**config.mk**
```make
export PLATFORM = sky130hd
export DESIGN_NAME = sram_fifo_ctrl
export DESIGN_NICKNAME = d
export VERILOG_FILES = /design/src/rtl/sram_fifo_ctrl.sv
export SDC_FILE = /design/constraint.sdc
export NUM_CORES = 1
export LEC_CHECK = 0
export CORE_ASPECT_RATIO = 0.5
export CORE_MARGIN = 2
export CORE_UTILIZATION = 55
export CTS_CLUSTER_DIAMETER = 40
export CTS_CLUSTER_SIZE = 20
export DETAILED_ROUTE_END_ITERATION = 8
export HOLD_SLACK_MARGIN = 0.02
export MAX_ROUTING_LAYER = met4
export PLACE_DENSITY_LB_ADDON = 0.3
export SLEW_MARGIN = 20
export SYNTH_ARGS = -nofsm -noshare
export SYNTH_HDL_FRONTEND = slang
export SYNTH_SLANG_ARGS = --single-unit
```
**constraint.sdc**
```tcl
create_clock -name clk0 -period 5.6 [get_ports clk0]
set_clock_uncertainty 0.05 [all_clocks]
set_input_delay 0.56 -clock clk0 [delete_from_list [all_inputs] [get_ports clk0]]
set_output_delay 0.56 -clock clk0 [all_outputs]
set_load 0.01 [all_outputs]
```
**src/rtl/sram_fifo_ctrl.sv**
```systemverilog
// sram_fifo_ctrl: FIFO controller for a single-port 128x8 RW SRAM macro.
// The producer pushes through a one-entry staging register. The macro holds the bulk storage.
// Reads return after two cycles and land in a three-entry first-word-fall-through output buffer.
// The arbiter issues one macro command per cycle. When a read and a write contend, they alternate.
// Optional build macro SRAM_FIFO_HWM_EN adds a high-water-mark port pair (hwm, hwm_clr).
module sram_fifo_ctrl #(
  parameter int DATA_WIDTH = 8,
  parameter int ADDR_WIDTH = 7
) (
  input  logic                  clk0,
  input  logic                  rst0_n,
  input  logic                  push_valid,
  output logic                  push_ready,
  input  logic [DATA_WIDTH-1:0] push_data,
  output logic                  pop_valid,
  input  logic                  pop_ready,
  output logic [DATA_WIDTH-1:0] pop_data,
  output logic [ADDR_WIDTH+1:0] count,
  output logic                  sram_csb0,
  output logic                  sram_web0,
  output logic [ADDR_WIDTH-1:0] sram_addr0,
  output logic [DATA_WIDTH-1:0] sram_din0,
  input  logic [DATA_WIDTH-1:0] sram_dout0
`ifdef SRAM_FIFO_HWM_EN
  ,
  input  logic                  hwm_clr,
  output logic [ADDR_WIDTH+1:0] hwm
`endif
);

  localparam int DEPTH = 1 << ADDR_WIDTH;
  localparam logic [ADDR_WIDTH:0] DEPTH_M = (ADDR_WIDTH + 1)'(DEPTH);

  // Staging register
  logic                  staging_full_reg;
  logic [DATA_WIDTH-1:0] staging_data_reg;

  // Macro bookkeeping
  logic [ADDR_WIDTH-1:0] wr_ptr_reg;
  logic [ADDR_WIDTH-1:0] rd_ptr_reg;
  logic [ADDR_WIDTH:0]   mem_count_reg;
  logic [1:0]            inflight_reg;    // [0] = command issued, [1] = data on dout next edge
  logic                  last_rd_reg;     // winner of the most recent read/write contention

  // Registered macro command
  logic                  csb_reg;
  logic                  web_reg;
  logic [ADDR_WIDTH-1:0] addr_reg;
  logic [DATA_WIDTH-1:0] din_reg;

  // Output buffer
  logic [2:0][DATA_WIDTH-1:0] obuf_q;
  logic [1:0]            obuf_head_reg;
  logic [1:0]            obuf_tail_reg;
  logic [1:0]            obuf_count_reg;

  logic [ADDR_WIDTH+1:0] count_reg;
  logic [ADDR_WIDTH+1:0] count_next;

  // Per-cycle decisions
  logic       wr_elig;
  logic       rd_elig;
  logic       grant_wr;
  logic       grant_rd;
  logic [1:0] inflight_count;
  logic       push_hs;
  logic       pop_hs;
  logic       capture;

  // Wrap a 0..2 output buffer index.
  function automatic logic [1:0] inc3(input logic [1:0] p);
    return (p == 2'd2) ? 2'd0 : p + 2'd1;
  endfunction

  // Eligibility and arbitration, computed from registered state only.
  always_comb begin
    inflight_count = 2'(inflight_reg[0]) + 2'(inflight_reg[1]);
    wr_elig  = staging_full_reg && (mem_count_reg < DEPTH_M);
    rd_elig  = (mem_count_reg != '0) &&
               ((3'(obuf_count_reg) + 3'(inflight_count)) < 3'd3);
    grant_wr = wr_elig && (!rd_elig || last_rd_reg);
    grant_rd = rd_elig && (!wr_elig || !last_rd_reg);
  end

  // Handshakes. The staging register accepts a new word in the same cycle its current word goes to the macro.
  always_comb begin
    push_ready = !staging_full_reg || grant_wr;
    pop_valid  = (obuf_count_reg != 2'd0);
    push_hs    = push_valid && push_ready;
    pop_hs     = pop_valid && pop_ready;
    capture    = inflight_reg[1];
  end

  // Head-of-buffer mux.
  always_comb begin
    case (obuf_head_reg)
      2'd1:    pop_data = obuf_q[1];
      2'd2:    pop_data = obuf_q[2];
      default: pop_data = obuf_q[0];
    endcase
  end

  // Net occupancy change: +1 per push, -1 per pop.
  always_comb begin
    case ({push_hs, pop_hs})
      2'b10:   count_next = count_reg + 1'b1;
      2'b01:   count_next = count_reg - 1'b1;
      default: count_next = count_reg;
    endcase
  end

  assign count      = count_reg;
  assign sram_csb0  = csb_reg;
  assign sram_web0  = web_reg;
  assign sram_addr0 = addr_reg;
  assign sram_din0  = din_reg;

  // Staging register: fill on push, empty when its word is written to the macro.
  always_ff @(posedge clk0 or negedge rst0_n) begin
    if (!rst0_n) begin
      staging_full_reg <= 1'b0;
      staging_data_reg <= '0;
    end else if (push_hs) begin
      staging_full_reg <= 1'b1;
      staging_data_reg <= push_data;
    end else if (grant_wr) begin
      staging_full_reg <= 1'b0;
    end
  end

  // Macro command registers. When idle, address and data hold their values.
  always_ff @(posedge clk0 or negedge rst0_n) begin
    if (!rst0_n) begin
      csb_reg  <= 1'b1;
      web_reg  <= 1'b1;
      addr_reg <= '0;
      din_reg  <= '0;
    end else if (grant_wr) begin
      csb_reg  <= 1'b0;
      web_reg  <= 1'b0;
      addr_reg <= wr_ptr_reg;
      din_reg  <= staging_data_reg;
    end else if (grant_rd) begin
      csb_reg  <= 1'b0;
      web_reg  <= 1'b1;
      addr_reg <= rd_ptr_reg;
    end else begin
      csb_reg  <= 1'b1;
      web_reg  <= 1'b1;
    end
  end

  // Macro pointers and occupancy. The pointers wrap naturally at DEPTH.
  always_ff @(posedge clk0 or negedge rst0_n) begin
    if (!rst0_n) begin
      wr_ptr_reg    <= '0;
      rd_ptr_reg    <= '0;
      mem_count_reg <= '0;
    end else begin
      if (grant_wr) wr_ptr_reg <= wr_ptr_reg + 1'b1;
      if (grant_rd) rd_ptr_reg <= rd_ptr_reg + 1'b1;
      if (grant_wr)      mem_count_reg <= mem_count_reg + 1'b1;
      else if (grant_rd) mem_count_reg <= mem_count_reg - 1'b1;
    end
  end

  // Two-stage read tracker. Stage 2 marks the edge on which dout holds the read data.
  always_ff @(posedge clk0 or negedge rst0_n) begin
    if (!rst0_n) inflight_reg <= 2'b00;
    else         inflight_reg <= {inflight_reg[0], grant_rd};
  end

  // Remember the winner of a contention so that the other operation wins the next one.
  always_ff @(posedge clk0 or negedge rst0_n) begin
    if (!rst0_n)                 last_rd_reg <= 1'b0;
    else if (wr_elig && rd_elig) last_rd_reg <= grant_rd;
  end

  // Output buffer storage: one register per entry, written only when it is the capture target.
  generate
    for (genvar gi = 0; gi < 3; gi++) begin : g_obuf
      logic [DATA_WIDTH-1:0] entry_reg;
      // Capture macro read data into this slot at pipeline stage 2.
      always_ff @(posedge clk0 or negedge rst0_n) begin
        if (!rst0_n)                                  entry_reg <= '0;
        else if (capture && (obuf_tail_reg == 2'(gi))) entry_reg <= sram_dout0;
      end
      assign obuf_q[gi] = entry_reg;
    end
  endgenerate

  // Output buffer pointers and occupancy. A capture and a pop in the same cycle both take effect.
  always_ff @(posedge clk0 or negedge rst0_n) begin
    if (!rst0_n) begin
      obuf_head_reg  <= 2'd0;
      obuf_tail_reg  <= 2'd0;
      obuf_count_reg <= 2'd0;
    end else begin
      if (capture) obuf_tail_reg <= inc3(obuf_tail_reg);
      if (pop_hs)  obuf_head_reg <= inc3(obuf_head_reg);
      case ({capture, pop_hs})
        2'b10:   obuf_count_reg <= obuf_count_reg + 2'd1;
        2'b01:   obuf_count_reg <= obuf_count_reg - 2'd1;
        default: obuf_count_reg <= obuf_count_reg;
      endcase
    end
  end

  // Total occupancy seen by the producer and consumer.
  always_ff @(posedge clk0 or negedge rst0_n) begin
    if (!rst0_n) count_reg <= '0;
    else         count_reg <= count_next;
  end

`ifdef SRAM_FIFO_HWM_EN
  logic [ADDR_WIDTH+1:0] hwm_reg;

  // High-water mark: a clear reloads the present count, otherwise track the running maximum.
  always_ff @(posedge clk0 or negedge rst0_n) begin
    if (!rst0_n)                  hwm_reg <= '0;
    else if (hwm_clr)             hwm_reg <= count_reg;
    else if (count_next > hwm_reg) hwm_reg <= count_next;
  end

  assign hwm = hwm_reg;
`endif

endmodule

```
* Yosys cells after proc, flatten, opt, wreduce, memory -nomap -nowiden *
Cells that the tools add are included.

cells by class
  add/sub/neg operators = 12
  $lt $le $gt $ge = 2
  equality and inequality tests = 8
  multiplexer cells = 14
  reductions and logical operators = 24

operators with widths
  cell                                                        count
  one-hot mux 9 bit (2 select lines)                          1
  2-to-1 mux 8 bit                                            2
  one-hot mux 8 bit (2 select lines)                          1
  adder 7 x 1 -> 7 bit, second input constant                 2
  2-to-1 mux 7 bit                                            2
  logical AND 1 bit                                           10
  nonzero test 2 bit                                          5
  adder 9 x 1 -> 9 bit, second input constant                 1
  subtractor 9 x 1 -> 9 bit, second input constant            1
  adder 8 x 1 -> 8 bit, second input constant                 1
  equality test 2 x 1 -> 1 bit, second input constant         4
  equality test 2 bit, second input constant                  4
  less-than comparator 8 bit, second input constant           1
  nonzero test 8 bit                                          1
  subtractor 8 x 1 -> 8 bit, second input constant            1
  adder 2 x 1 -> 2 bit, second input constant                 3
  2-to-1 mux 1 bit                                            5
  zero test 1 bit                                             4
  2-to-1 mux 2 bit                                            2
  one-hot mux 2 bit (2 select lines)                          1
  adder 2 x 2 -> 3 bit                                        1
  logical OR 1 bit                                            3
  less-than comparator 3 x 2 -> 1 bit, second input constant  1
  adder 1 x 1 -> 2 bit                                        1
  other kinds (2)                                             2

storage, ports and cells
  register bits = 90
  input bits = 20
  output and inout port bits = 36
  word-level logic and storage cells = 78

* Depth between registers and ports, before layout *
  depth in word-level cells = 11
  gate-level depth with buffers = 18
  gate-level depth less buffers = 15

* Worst setup path before layout *
No wires, ideal clock.

  path kind = reg2reg
  from = register inflight_reg[0]
  to = register count_reg[6], in the netlist count[6]
  library setup time = 0.079 ns
  arrival = 4.029 ns
  required time = 5.471 ns
  slack = 1.442 ns
  stages on the path, launching flop included = 19
  buffers on the path = 3
  period minus slack after synthesis = 4.158 ns
  cells stage by stage = dfrtp_1 > fa_1 > ha_1 > a21o_1 > a211oi_2 > o21ai_1 > and2_1 > buf_4 > inv_1 > ha_1 > clkbuf_1 > clkbuf_1 > xor2_1 > ha_1 > and3b_1 > o21ai_0 > a31oi_1 > nor3_1 > xor2_1

between the ends
  cells in the longest elaborated chain, start to end = 11
  elaborated cells on any way between the ends = 13
  those cells by class = add/sub: 2; order compare: 1; eq/ne: 2; mux: 1; reduce/logical: 7

RTL lines
  element                                                                          line  text
  start, declared                                                                  42    logic [1:0] inflight_reg;
  start signal, assigned                                                           170   else inflight_reg <= {inflight_reg[0], grant_rd};
  adder 1 x 1 -> 2 bit *                                                           77    inflight_count = 2'(inflight_reg[0]) + 2'(inflight_reg[1]);
  adder 2 x 2 -> 3 bit *                                                           80    ((3'(obuf_count_reg) + 3'(inflight_count)) < 3'd3);
  less-than comparator 3 x 2 -> 1 bit *                                            80
  logical AND 1 bit *                                                              79    rd_elig = (mem_count_reg != '0) &&
  zero test 1 bit *                                                                81    grant_wr = wr_elig && (!rd_elig || last_rd_reg);
  logical OR 1 bit *                                                               81
  logical AND 1 bit *                                                              81
  logical OR 1 bit *                                                               87    push_ready = !staging_full_reg || grant_wr;
  via push_ready                                                                   13    output logic push_ready,
  logical AND 1 bit *                                                              89    push_hs = push_valid && push_ready;
  equality test 2 x 1 -> 1 bit / equality test 2 bit (equally long branches)       105   case ({push_hs, pop_hs})
  one-hot mux 9 bit (2 select lines) / nonzero test 2 bit (equally long branches)  --
  end signal, assigned                                                             212   else count_reg <= count_next;
  end, declared                                                                    57    logic [ADDR_WIDTH+1:0] count_reg;

The timed path passes the listed nets; every way through them passes the cells marked *.
A chain may end at the register's enable or synchronous reset.

* Worst setup path after layout *
  from = register inflight_reg[1]
  to = register count_reg[4], in the netlist count[4]

between the ends
  cells in the longest elaborated chain, start to end = 11
  elaborated cells on any way between the ends = 13
  those cells by class = add/sub: 2; order compare: 1; eq/ne: 2; mux: 1; reduce/logical: 7

RTL lines
  element                                                                          line
  adder 1 x 1 -> 2 bit *                                                           77
  adder 2 x 2 -> 3 bit *                                                           80
  less-than comparator 3 x 2 -> 1 bit *                                            80
  logical AND 1 bit *                                                              79
  zero test 1 bit *                                                                81
  logical OR 1 bit *                                                               81
  logical AND 1 bit *                                                              81
  logical OR 1 bit *                                                               87
  logical AND 1 bit *                                                              89
  equality test 2 x 1 -> 1 bit / equality test 2 bit (equally long branches)       105
  one-hot mux 9 bit (2 select lines) / nonzero test 2 bit (equally long branches)  --

Every way passes the cells marked *; elsewhere a longest branch is shown, timed or not.

==> impl_metrics.json <==
{
  "avgSynthCellArea_um2": 11.6,
  "die_w_um": 131,
  "syn_area_um2": 4420,
  "wl_per_cell_um": 16.3,
  "area_growth_pct": 20.6,
  "seq_area_um2": 2250,
  "ff2ff_path_depth": 15,
  "worst_pin_slew_ns": 0.844,
  "synth_seq_cells": 90,
  "start_util": 0.559,
  "cts_tree": "built",
  "maxCapViolCount": 0,
  "rows": 23,
  "r2r_start": "inflight_reg[1]",
  "grt_overflow": 0,
  "p_int_w": 0.00243,
  "clk_pin_slew_ns": 0.06,
  "cts_num_sinks": 90,
  "cts-root-buf": "clkbuf_16",
  "end_kind": "flip-flop",
  "finalCritPeriodShare": 0.791,
  "slew-limit-headroom": 0.434,
  "clk_path_buf_depth": 2,
  "antenna_found_initial": 0,
  "finalWeightedCongestion": 0.871,
  "muxShareOfSynthArea": 0.142,
  "period_needed_ns": 4.43,
  "syn-num-nets": 422,
  "synth-simple-area-share": 0.0908,
  "nets": 471,
  "maxSlewViolCount": 0,
  "hold_viol": 0,
  "ys_async_sr_fraction": 1.00,
  "dp_hpwl_mm": 6.16,
  "drive_gt1_frac": 0.167,
  "dr.first_iter.drc_count": 235,
  "irDropWorstVdd_mv": 0.305,
  "die-height_um": 67.4,
  "core_area_um2": 7910,
  "cts_resized": 0,
  "p_switching_w": 0.00161,
  "power.total_w": 0.00405,
  "dieArea_um2": 8820,
  "largest_reg_flops": 24,
  "max_freq_mhz": 226,
  "io_buffers": 55,
  "drc": 0,
  "setup_viol": 0,
  "hold_buffers": 0,
  "ios": 56,
  "multiInputGateArea_um2": 2030,
  "wl_mm": 8.95,
  "clock_power_share": 0.143,
  "grt_pass1_vias": 2937,
  "synth_xor_xnor_area_share": 0.0633,
  "status": "completed",
  "grt_max_degree": 66,
  "synth_top_family_by_area": "multiplexers",
  "grt_pass1_wl_mm": 14.0,
  "vias": 3034,
  "htree_levels": 3,
  "cts_setup_buffers": 0,
  "r2r-end": "count[4]",
  "dr.pass1.iters": 4,
  "worstPathMaxFanout": 23,
  "cp.required_ns": 5.80,
  "clk_latency_ns": 0.34,
  "worst_setup_path_start_kind": "flip-flop",
  "fillers": 562,
  "synth_fa_ha_area_frac": 0.0571,
  "synth_edf_count": 0,
  "finalSetupTns_ns": 0,
  "antenna_left": 0,
  "n_antenna_cell": 0,
  "yosysSeqAreaShare": 0.510,
  "swShare": 0.399,
  "cts_inserted_buffers": 9,
  "synth_compound_area_frac": 0.105,
  "track_usage": 0.217,
  "ys_types": 45,
  "regToRegSetupSlack_ns": 1.17,
  "yosysWarningCount": 0,
  "synthFlopType": "dfrtp_1",
  "power_density_nw_per_um2": 758,
  "timing.hold.ws_ns": 0.0826,
  "seq_power_share": 0.324,
  "rsz0062_at_grt": "no",
  "worstHoldPathType": "in -> async",
  "vias_per_cell": 5.53,
  "power.leakage_nw": 2.28,
  "critPathArrivalTime_ns": 4.63,
  "p_comb_frac": 0.533,
  "critPathKind": "reg -> reg",
  "synthCells": 383
}
==> placed cells by master (no fill, tap or decap), types with 3 or more instances in the layout <==
| cell type | count |
|---|---|
| nor3_1 | 4 |
| xnor2_1 | 18 |
| or2_2 | 3 |
| a22oi_1 | 8 |
| a21o_1 | 5 |
| mux2i_1 | 12 |
| o211ai_1 | 3 |
| a21oi_1 | 26 |
| o21ai_0 | 11 |
| mux2_2 | 45 |
| nor2_1 | 17 |
| o21ai_1 | 9 |
| nand4_1 | 6 |
| a31oi_1 | 4 |
| clkdlybuf4s50_1 | 54 |
| dfrtp_1 | 88 |
| nand3_1 | 4 |
| nand2_1 | 22 |
| xor2_1 | 14 |
| inv_1 | 14 |
| ha_1 | 17 |
| and3_1 | 4 |
| clkbuf_16 | 9 |
| clkbuf_8 | 3 |
==> power groups by stage <==
stage | clock network [W] | registers, W | logic [W]
floorplan | 0 | 0.00125 | 0.00151
global placement | 0 | 0.00129 | 0.00205
detailed placement | 0 | 0.00131 | 0.00214
CTS | 0.000591 | 0.00130 | 0.00217
global route | 0.000619 | 0.00135 | 0.00238
finish | 0.000580 | 0.00131 | 0.00216
==> synth_stat cells (5+ instances only) <==
cell type	number	area, µm²
o21ai_0	11	55.1
a22oi_1	8	60.1
a21o_1	5	37.5
inv_1	14	52.6
xor2_1	14	123
clkbuf_1	14	52.6
nand2_1	22	82.6
nand4_1	6	37.5
o21ai_1	9	45.0
xnor2_1	18	158
a21oi_1	26	130
mux2_2	45	507
dfrtp_1	88	2200
ha_1	17	213
nor2_1	17	63.8
mux2i_1	12	120
==> worst max-delay path: stages (launching register included) <==
cell      delay (ns)
dfrtp_1         0.42
fa_1            0.41
ha_1            0.27
a21o_1          0.21
a211oi_2        0.32
o21ai_1         0.15
and2_1          0.31
inv_1           0.14
ha_1            0.61
xor2_1          0.15
ha_1            0.24
and3b_1         0.18
o21ai_0         0.32
nand3_1         0.12
a21oi_1         0.23
xor2_1          0.20
==> routing by layer <==
metal	global-route usage	vias up	wire (µm)
met2	0.367	54	4400
met5	-	-	0
met1	0.257	1510	3980
met4	0.0505	0	102
li1	-	1457	-
met3	0.0745	13	459
==> logic make-up after synthesis <==
kind of cell | count (synthesis)
fa+ha+maj | 19
buf+inv | 33
compound gates | 75
simple gates | 77
xor+xnor | 32
flops | 90
mux | 57
==> how the worst max path moves through the flow <==
| stage | from | endpoint | slack [ns] | cells after the start |
|---|---|---|---|---|
| after global routing | inflight_reg[1] | count[8] | 0.84 | 15 |
| after global placement | inflight_reg[0] | count[6] | 1.48 | 15 |
| after CTS | inflight_reg[1] | count[4] | 1.16 | 15 |
| after floorplan | inflight_reg[0] | count[6] | 1.44 | 18 |
| after detailed placement | inflight_reg[1] | count[4] | 1.25 | 15 |
| final | inflight_reg[1] | count[4] | 1.17 | 15 |
==> stage by stage <==
stage                util  setup WS [ns]  cell area (µm²)  std cells
floorplan               -           1.44             4420        383
global placement    0.636           1.48             5030        532
detailed placement  0.636           1.25             5030        532
CTS                 0.673           1.16             5330        548
global route        0.674          0.844             5340        549
finish              0.674           1.17             5340        549
==> area by class of cell <==
class	instances	share of cell area
clock buffer	13	0.0506
clock inverter	3	0.00422
tap	112	0.0263
inverter	14	0.00985
multi-input combinational	260	0.380
sequential	90	0.422
timing repair buffer	57	0.106
No activity file was read; power rests on OpenSTA's default activity.
